--- src/rtl/calc_scheduler_pkg.sv ---
// Shared types and defaults for the calc_scheduler token/result router.
// Holds the arbitration FSM state type, width defaults and the default
// end-of-expression operator code.
package calc_sched_pkg;

    localparam int          TOKEN_W_DEF   = 32;
    localparam int          RESULT_W_DEF  = 64;
    localparam int          TAG_DEPTH_DEF = 4;
    localparam int          TIMEOUT_DEF   = 255;
    localparam logic [31:0] END_CODE_DEF  = 32'd61;   // '='

    typedef enum logic [1:0] {
        IDLE   = 2'd0,
        GRANT0 = 2'd1,
        GRANT1 = 2'd2
    } sched_state_t;

    // Index of the requester to grant. On a tie the one not served last wins.
    function automatic logic pick_winner(input logic stb0, input logic stb1,
                                         input logic last_served);
        if (stb0 && stb1) begin
            return ~last_served;
        end else if (stb0) begin
            return 1'b0;
        end
        return 1'b1;
    endfunction

endpackage

--- src/rtl/calc_scheduler_tag_fifo.sv ---
// Owner-tag FIFO for calc_scheduler: one bit per outstanding expression,
// recording which requester started it so results route back in order.
// A push and a pop on the same edge leave the occupancy unchanged, even
// when the FIFO is full (the pop frees the slot the push takes).
module tag_fifo
    import calc_sched_pkg::*;
#(
    parameter int DEPTH = TAG_DEPTH_DEF
) (
    input  logic CLK,
    input  logic RST,
    input  logic push,
    input  logic din,
    input  logic pop,
    output logic dout,
    output logic full,
    output logic empty
);

    localparam int PW = (DEPTH > 1) ? $clog2(DEPTH) : 1;
    localparam int CW = $clog2(DEPTH + 1);

    logic [DEPTH-1:0] mem;
    logic [PW-1:0]    rd_ptr;
    logic [PW-1:0]    wr_ptr;
    logic [CW-1:0]    count;
    logic             do_push;
    logic             do_pop;

    function automatic logic [PW-1:0] ptr_inc(input logic [PW-1:0] p);
        if (p == PW'(DEPTH - 1)) begin
            return '0;
        end
        return p + PW'(1);
    endfunction

    assign do_pop  = pop && !empty;
    assign do_push = push && (!full || do_pop);

    assign full  = (count == CW'(DEPTH));
    assign empty = (count == '0);
    assign dout  = mem[rd_ptr];

    // Storage, pointers and occupancy; reset discards every stored tag.
    always_ff @(posedge CLK or posedge RST) begin
        if (RST) begin
            mem    <= '0;
            rd_ptr <= '0;
            wr_ptr <= '0;
            count  <= '0;
        end else begin
            if (do_push) begin
                mem[wr_ptr] <= din;
                wr_ptr      <= ptr_inc(wr_ptr);
            end
            if (do_pop) begin
                rd_ptr <= ptr_inc(rd_ptr);
            end
            case ({do_push, do_pop})
                2'b10:   count <= count + CW'(1);
                2'b01:   count <= count - CW'(1);
                default: count <= count;
            endcase
        end
    end

endmodule

--- src/rtl/calc_scheduler.sv ---
// calc_scheduler: arbitrates two token requesters onto one converter stream,
// one whole expression at a time, and routes calculator results back to the
// requester that started each expression, in start order, with no added
// latency on any path.
//
// Optional feature: define CALC_SCHED_WATCHDOG_EN to enable an idle watchdog
// that terminates a stalled expression by injecting END_CODE and pulsing
// ERR_STB. Without it the grant is held indefinitely and ERR_STB is 0.
//
// state  | meaning
// IDLE   | no owner; grant a requester when a tag slot is free
// GRANT0 | requester 0 owns the converter until its END_CODE transfers
// GRANT1 | requester 1 owns the converter until its END_CODE transfers
module calc_scheduler
    import calc_sched_pkg::*;
#(
    parameter int                 TOKEN_W   = TOKEN_W_DEF,
    parameter int                 RESULT_W  = RESULT_W_DEF,
    parameter int                 TAG_DEPTH = TAG_DEPTH_DEF,
    parameter logic [TOKEN_W-1:0] END_CODE  = TOKEN_W'(END_CODE_DEF),
    parameter int                 TIMEOUT   = TIMEOUT_DEF
) (
    input  logic                CLK,
    input  logic                RST,
    input  logic                REQ0_STB,
    input  logic [TOKEN_W-1:0]  REQ0_DAT,
    input  logic                REQ0_OP,
    output logic                REQ0_ACK,
    input  logic                REQ1_STB,
    input  logic [TOKEN_W-1:0]  REQ1_DAT,
    input  logic                REQ1_OP,
    output logic                REQ1_ACK,
    output logic                RES0_STB,
    output logic [RESULT_W-1:0] RES0_DAT,
    input  logic                RES0_ACK,
    output logic                RES1_STB,
    output logic [RESULT_W-1:0] RES1_DAT,
    input  logic                RES1_ACK,
    output logic                CONV_STB,
    output logic [TOKEN_W-1:0]  CONV_DAT,
    output logic                CONV_OP,
    input  logic                CONV_ACK,
    input  logic                CALC_STB,
    input  logic [RESULT_W-1:0] CALC_DAT,
    output logic                CALC_ACK,
    output logic                ERR_STB
);

    sched_state_t state;
    sched_state_t state_nxt;
    logic         last_served;
    logic         granted;
    logic         owner;
    logic         conv_xfer;
    logic         end_xfer;
    logic         push;
    logic         push_tag;
    logic         pop;
    logic         head;
    logic         fifo_full;
    logic         fifo_empty;
    logic         inject;

    assign granted   = (state == GRANT0) || (state == GRANT1);
    assign owner     = (state == GRANT1);
    assign conv_xfer = CONV_STB && CONV_ACK;
    assign end_xfer  = conv_xfer && CONV_OP && (CONV_DAT == END_CODE);

`ifdef CALC_SCHED_WATCHDOG_EN
    localparam int WD_W = (TIMEOUT > 0) ? $clog2(TIMEOUT + 1) : 1;

    logic [WD_W-1:0] wd_cnt;
    logic            err_q;

    assign inject  = granted && (wd_cnt == WD_W'(TIMEOUT));
    assign ERR_STB = err_q;

    // Idle-cycle counter: cleared on any converter transfer or outside a
    // grant, saturates at TIMEOUT where the END_CODE injection takes over.
    always_ff @(posedge CLK or posedge RST) begin
        if (RST) begin
            wd_cnt <= '0;
            err_q  <= 1'b0;
        end else begin
            err_q <= inject && CONV_ACK;
            if (!granted || conv_xfer) begin
                wd_cnt <= '0;
            end else if (!inject) begin
                wd_cnt <= wd_cnt + WD_W'(1);
            end
        end
    end
`else
    assign inject  = 1'b0;
    assign ERR_STB = 1'b0;
`endif

    // State register and last-served pointer (1 so requester 0 wins the first tie).
    always_ff @(posedge CLK or posedge RST) begin
        if (RST) begin
            state       <= IDLE;
            last_served <= 1'b1;
        end else begin
            state <= state_nxt;
            if (granted && end_xfer) begin
                last_served <= owner;
            end
        end
    end

    // Next state: grant only with a free tag slot; release on END_CODE transfer.
    always_comb begin
        state_nxt = state;
        push      = 1'b0;
        push_tag  = 1'b0;
        case (state)
            IDLE: begin
                if (!fifo_full && (REQ0_STB || REQ1_STB)) begin
                    push      = 1'b1;
                    push_tag  = pick_winner(REQ0_STB, REQ1_STB, last_served);
                    state_nxt = push_tag ? GRANT1 : GRANT0;
                end
            end
            GRANT0, GRANT1: begin
                if (end_xfer) begin
                    state_nxt = IDLE;
                end
            end
            default: state_nxt = IDLE;
        endcase
    end

    // Token path: the owner is wired straight through to the converter.
    // A full tag FIFO only blocks new grants; an expression already granted
    // has its tag stored and is allowed to finish.
    always_comb begin
        CONV_STB = 1'b0;
        CONV_DAT = '0;
        CONV_OP  = 1'b0;
        REQ0_ACK = 1'b0;
        REQ1_ACK = 1'b0;
        if (granted) begin
            if (inject) begin
                CONV_STB = 1'b1;
                CONV_OP  = 1'b1;
                CONV_DAT = END_CODE;
            end else if (owner) begin
                CONV_STB = REQ1_STB;
                CONV_DAT = REQ1_DAT;
                CONV_OP  = REQ1_OP;
                REQ1_ACK = CONV_ACK;
            end else begin
                CONV_STB = REQ0_STB;
                CONV_DAT = REQ0_DAT;
                CONV_OP  = REQ0_OP;
                REQ0_ACK = CONV_ACK;
            end
        end
    end

    // Result path: the FIFO head owns the calculator output; with no
    // outstanding tag, results are acked and dropped.
    always_comb begin
        RES0_STB = 1'b0;
        RES0_DAT = '0;
        RES1_STB = 1'b0;
        RES1_DAT = '0;
        CALC_ACK = 1'b1;
        pop      = 1'b0;
        if (!fifo_empty) begin
            if (head) begin
                RES1_STB = CALC_STB;
                RES1_DAT = CALC_DAT;
                CALC_ACK = RES1_ACK;
            end else begin
                RES0_STB = CALC_STB;
                RES0_DAT = CALC_DAT;
                CALC_ACK = RES0_ACK;
            end
            pop = CALC_STB && CALC_ACK;
        end
    end

    tag_fifo #(
        .DEPTH (TAG_DEPTH)
    ) u_tag_fifo (
        .CLK   (CLK),
        .RST   (RST),
        .push  (push),
        .din   (push_tag),
        .pop   (pop),
        .dout  (head),
        .full  (fifo_full),
        .empty (fifo_empty)
    );

endmodule

--- config.mk ---
export PLATFORM = sky130hd
export DESIGN_NAME = calc_scheduler
export DESIGN_NICKNAME = d
export VERILOG_FILES = /design/src/rtl/calc_scheduler_pkg.sv /design/src/rtl/calc_scheduler_tag_fifo.sv /design/src/rtl/calc_scheduler.sv
export SDC_FILE = /design/constraint.sdc
export NUM_CORES = 1
export LEC_CHECK = 0
export ABC_CLOCK_PERIOD_IN_PS = 2450
export BUFFER_PORTS_ARGS = -buffer_cell sky130_fd_sc_hd__buf_2
export CORE_AREA = 2 2 119 121
export CTS_CLUSTER_SIZE = 14
export DETAILED_ROUTE_END_ITERATION = 6
export DIE_AREA = 0 0 121 123
export GPL_ROUTABILITY_DRIVEN = 0
export GPL_TIMING_DRIVEN = 0
export HOLD_SLACK_MARGIN = 0.02
export SLEW_MARGIN = 40
export SYNTH_ARGS = -nofsm -noshare
export SYNTH_HDL_FRONTEND = slang
export SYNTH_SLANG_ARGS = --single-unit
--- constraint.sdc ---
create_clock -name CLK -period 2.45 [get_ports CLK]
set_input_delay 0.245 -clock CLK [delete_from_list [all_inputs] [get_ports CLK]]
set_output_delay 0.245 -clock CLK [all_outputs]
set_load 0.03 [all_outputs]
==> impl_metrics.tcl <==
set metrics [dict create \
    htreeDepth 1 \
    ys_seq_area_share_pct 13.7 \
    reg2reg_from "u_tag_fifo.rd_ptr[0]" \
    yosys.area.top_type_share_pct 15.8 \
    drt_wl_total_mm 13.2 \
    r2r_setup_slack_ns 0.05 \
    routedWlPerCell_um 14.5 \
    fin_cells 912 \
    startpoint_type "register" \
    overflow 0 \
    hold_slack_ns 0.0464 \
    ff2ff_path_depth 7 \
    num_io_pins 306 \
    crit_type "register to register" \
    io_buffers 304 \
    core_um2 13600 \
    place_hpwl_mm 11.2 \
    slew_violations 0 \
    postSynthCellCount 418 \
    clk_latency_ns 0.25 \
    yosysWarnings 0 \
    netlist.top_cell.by_area "and3_1" \
    path_max_fanout 3 \
    cts_buffers 3 \
    cp-startpoint "u_tag_fifo.rd_ptr[0]" \
    ys_types 46 \
    yosys-top-cells-area "and3_1, nor2_1, mux2i_1" \
    relSlewSlack_pct 50.2 \
    worst-slew-pin-transition_ns 0.740 \
    layout-drive-gt1-share_pct 48.2 \
    ant_nets 0 \
    cts_hold_buf 0 \
    cp.required_ns 2.58 \
    cp-end-kind "register" \
    syn_nets 565 \
    synthFlopType "dfrtp_1" \
    rr_endpoint "u_tag_fifo.count[1]" \
    placedInstanceArea_um2 4320 \
    cts_tree "yes" \
    syn_area_per_cell_um2 6.16 \
    synth_edf_count 0 \
    power.density_nw_per_um2 1660 \
    via_per_inst 4.41 \
    track_usage_pct 15.7 \
    grt_max_degree 15 \
    p_leak_nw 2.80 \
    rsz0062_at_grt "true" \
    die_h_um 123 \
    start_util_pct 18.9 \
    dieArea_um2 14900 \
    finish.instance_area_um2 4550 \
    setup_viol 0 \
    synth-seq-cells 14 \
    yosysMostFrequentCell "nor2_1" \
    cts_max_path_buffers 2 \
    grt_pass1_wl_mm 18.8 \
    drc 0 \
    synthArstFlopShare_pct 100 \
    post-place-cells 902 \
    drt_iter0_markers 236 \
    arrival_ns 2.53 \
    fp.dieW_um 121 \
    placementRows 43 \
    ir_drop_v 0.000575 \
    status "finished, final reports clean" \
    finalCritPeriodShare_pct 98.0 \
    grt_antenna_before_repair 0 \
    dr.pass1.iters 4 \
    antenna_cells 0 \
    cts_root_buf "clkbuf_16" \
    nNetsFinal 880 \
    timing.fmax_mhz 416 \
    grt_pass1_vias 3563 \
    cts.sinks 14 \
    path_clk_slew_ns 0.05 \
    timing.final.crit_period_ns 2.40 \
    utilization_pct 33.5 \
    max_cap_viol_count 0 \
    vias 4019 \
    fin_skew_ns 0.00246 \
    holdCritPathClass "primary input to asynchronous set/reset pin" \
    synth_area_um2 2570 \
    hold_violations 0 \
    area_growth_pct 76.9 \
    synth_common_cells "nor2_1, nand2_1, and3_1, mux2i_1, clkbuf_1" \
]
## routing by layer
layer / vias to the layer above / global-route usage (%) / share of wire, %
met5: - / 0 / 0
met4: 0 / 1.96 / 0.54
met3: 8 / 2.54 / 8.0
met2: 165 / 28.8 / 50
met1: 1804 / 19.8 / 41
li1: 2042 / - / -
## cells in the final DEF, fill, tap and decap left out, types with 3 or more instances in the layout
cell and count:
a21oi_1 8, a31oi_1 4, and2_1 4, and3_1 65, buf_2 307, buf_4 7
clkbuf_1 14, clkbuf_16 3, clkbuf_2 15, clkbuf_4 5, dfrtp_1 13, ha_1 7
inv_1 7, mux2_2 3, mux2i_1 32, nand2_1 75, nor2_1 106, nor4_1 6
o21ai_0 7
## area by class of cell
class | instances | area, µm²
buffer | 39 | 195
inverter | 8 | 30.0
fill | 1519 | 9060
timing repair buffer | 310 | 1580
sequential | 14 | 352
multi-input combinational | 357 | 2080
clock buffer | 4 | 88.8
tap | 180 | 225
## critical path: stages, from the launching register on
cell     delay, ns
dfrtp_1       0.37
mux4_2        0.58
buf_12        0.16
mux2i_4       0.18
nor2_4        0.15
ha_4          0.15
fa_2          0.42
mux2_2        0.26
## worst max path at each step
stage / end / slack [ns] / cells after the start
2_1_floorplan: u_tag_fifo.count[2] / 0.09 / 8
3_3_place_gp: u_tag_fifo.count[2] / -0.24 / 8
3_5_place_dp: u_tag_fifo.count[2] / -0.26 / 8
4_1_cts: u_tag_fifo.count[2] / 0.02 / 9
5_1_grt: u_tag_fifo.count[1] / -0.07 / 7
6_report: u_tag_fifo.count[1] / 0.05 / 7
## through the flow
stage	setup TNS (ns)	total power [mW]	setup slack, ns
after global routing	-0.117	8.09	-0.0662
after global placement	-0.402	7.02	-0.241
after detailed placement	-0.513	7.03	-0.264
after CTS	0	7.56	0.0193
after floorplan	0	5.09	0.0891
final	0	7.58	0.0481
## what timing repair did
| item | in CTS | in global routing |
|---|---|---|
| resized for setup | 16 | 36 |
| pin swaps | 3 | 5 |
| endpoints found under the setup margin | 135 | 120 |
| hold endpoints to repair | 0 | 0 |
| setup buffers | 5 | 1 |
## power breakdown
part / internal [mW] / switching, mW / leakage [nW] / total [mW]
logic: 2.08 / 4.73 / 2.59 / 6.81
clock network: 0.248 / 0.101 / 0.0442 / 0.349
registers: 0.334 / 0.0812 / 0.160 / 0.416
## kinds of logic (layout without fill, tap and decap cells)
| logic type | after synthesis | in the layout | synth area share, % |
|---|---|---|---|
| xor+xnor | 3 | 3 | 1.02 |
| buf+inv | 47 | 361 | 7.19 |
| simple gates | 275 | 275 | 49.9 |
| other cells | 1 | 1 | 0.146 |
| compound gates | 31 | 31 | 8.02 |
| fa+ha+maj | 9 | 9 | 4.66 |
| mux | 38 | 38 | 15.5 |
| flops | 14 | 14 | 13.7 |
## sequential cells by signal (all words and copies together) (netlist names)
signal	cells
u_tag_fifo.wr_ptr	2
state	2
u_tag_fifo.rd_ptr	2
u_tag_fifo.mem	4
last_served	1
u_tag_fifo.count	3
Power figures use the tool's default switching activity.
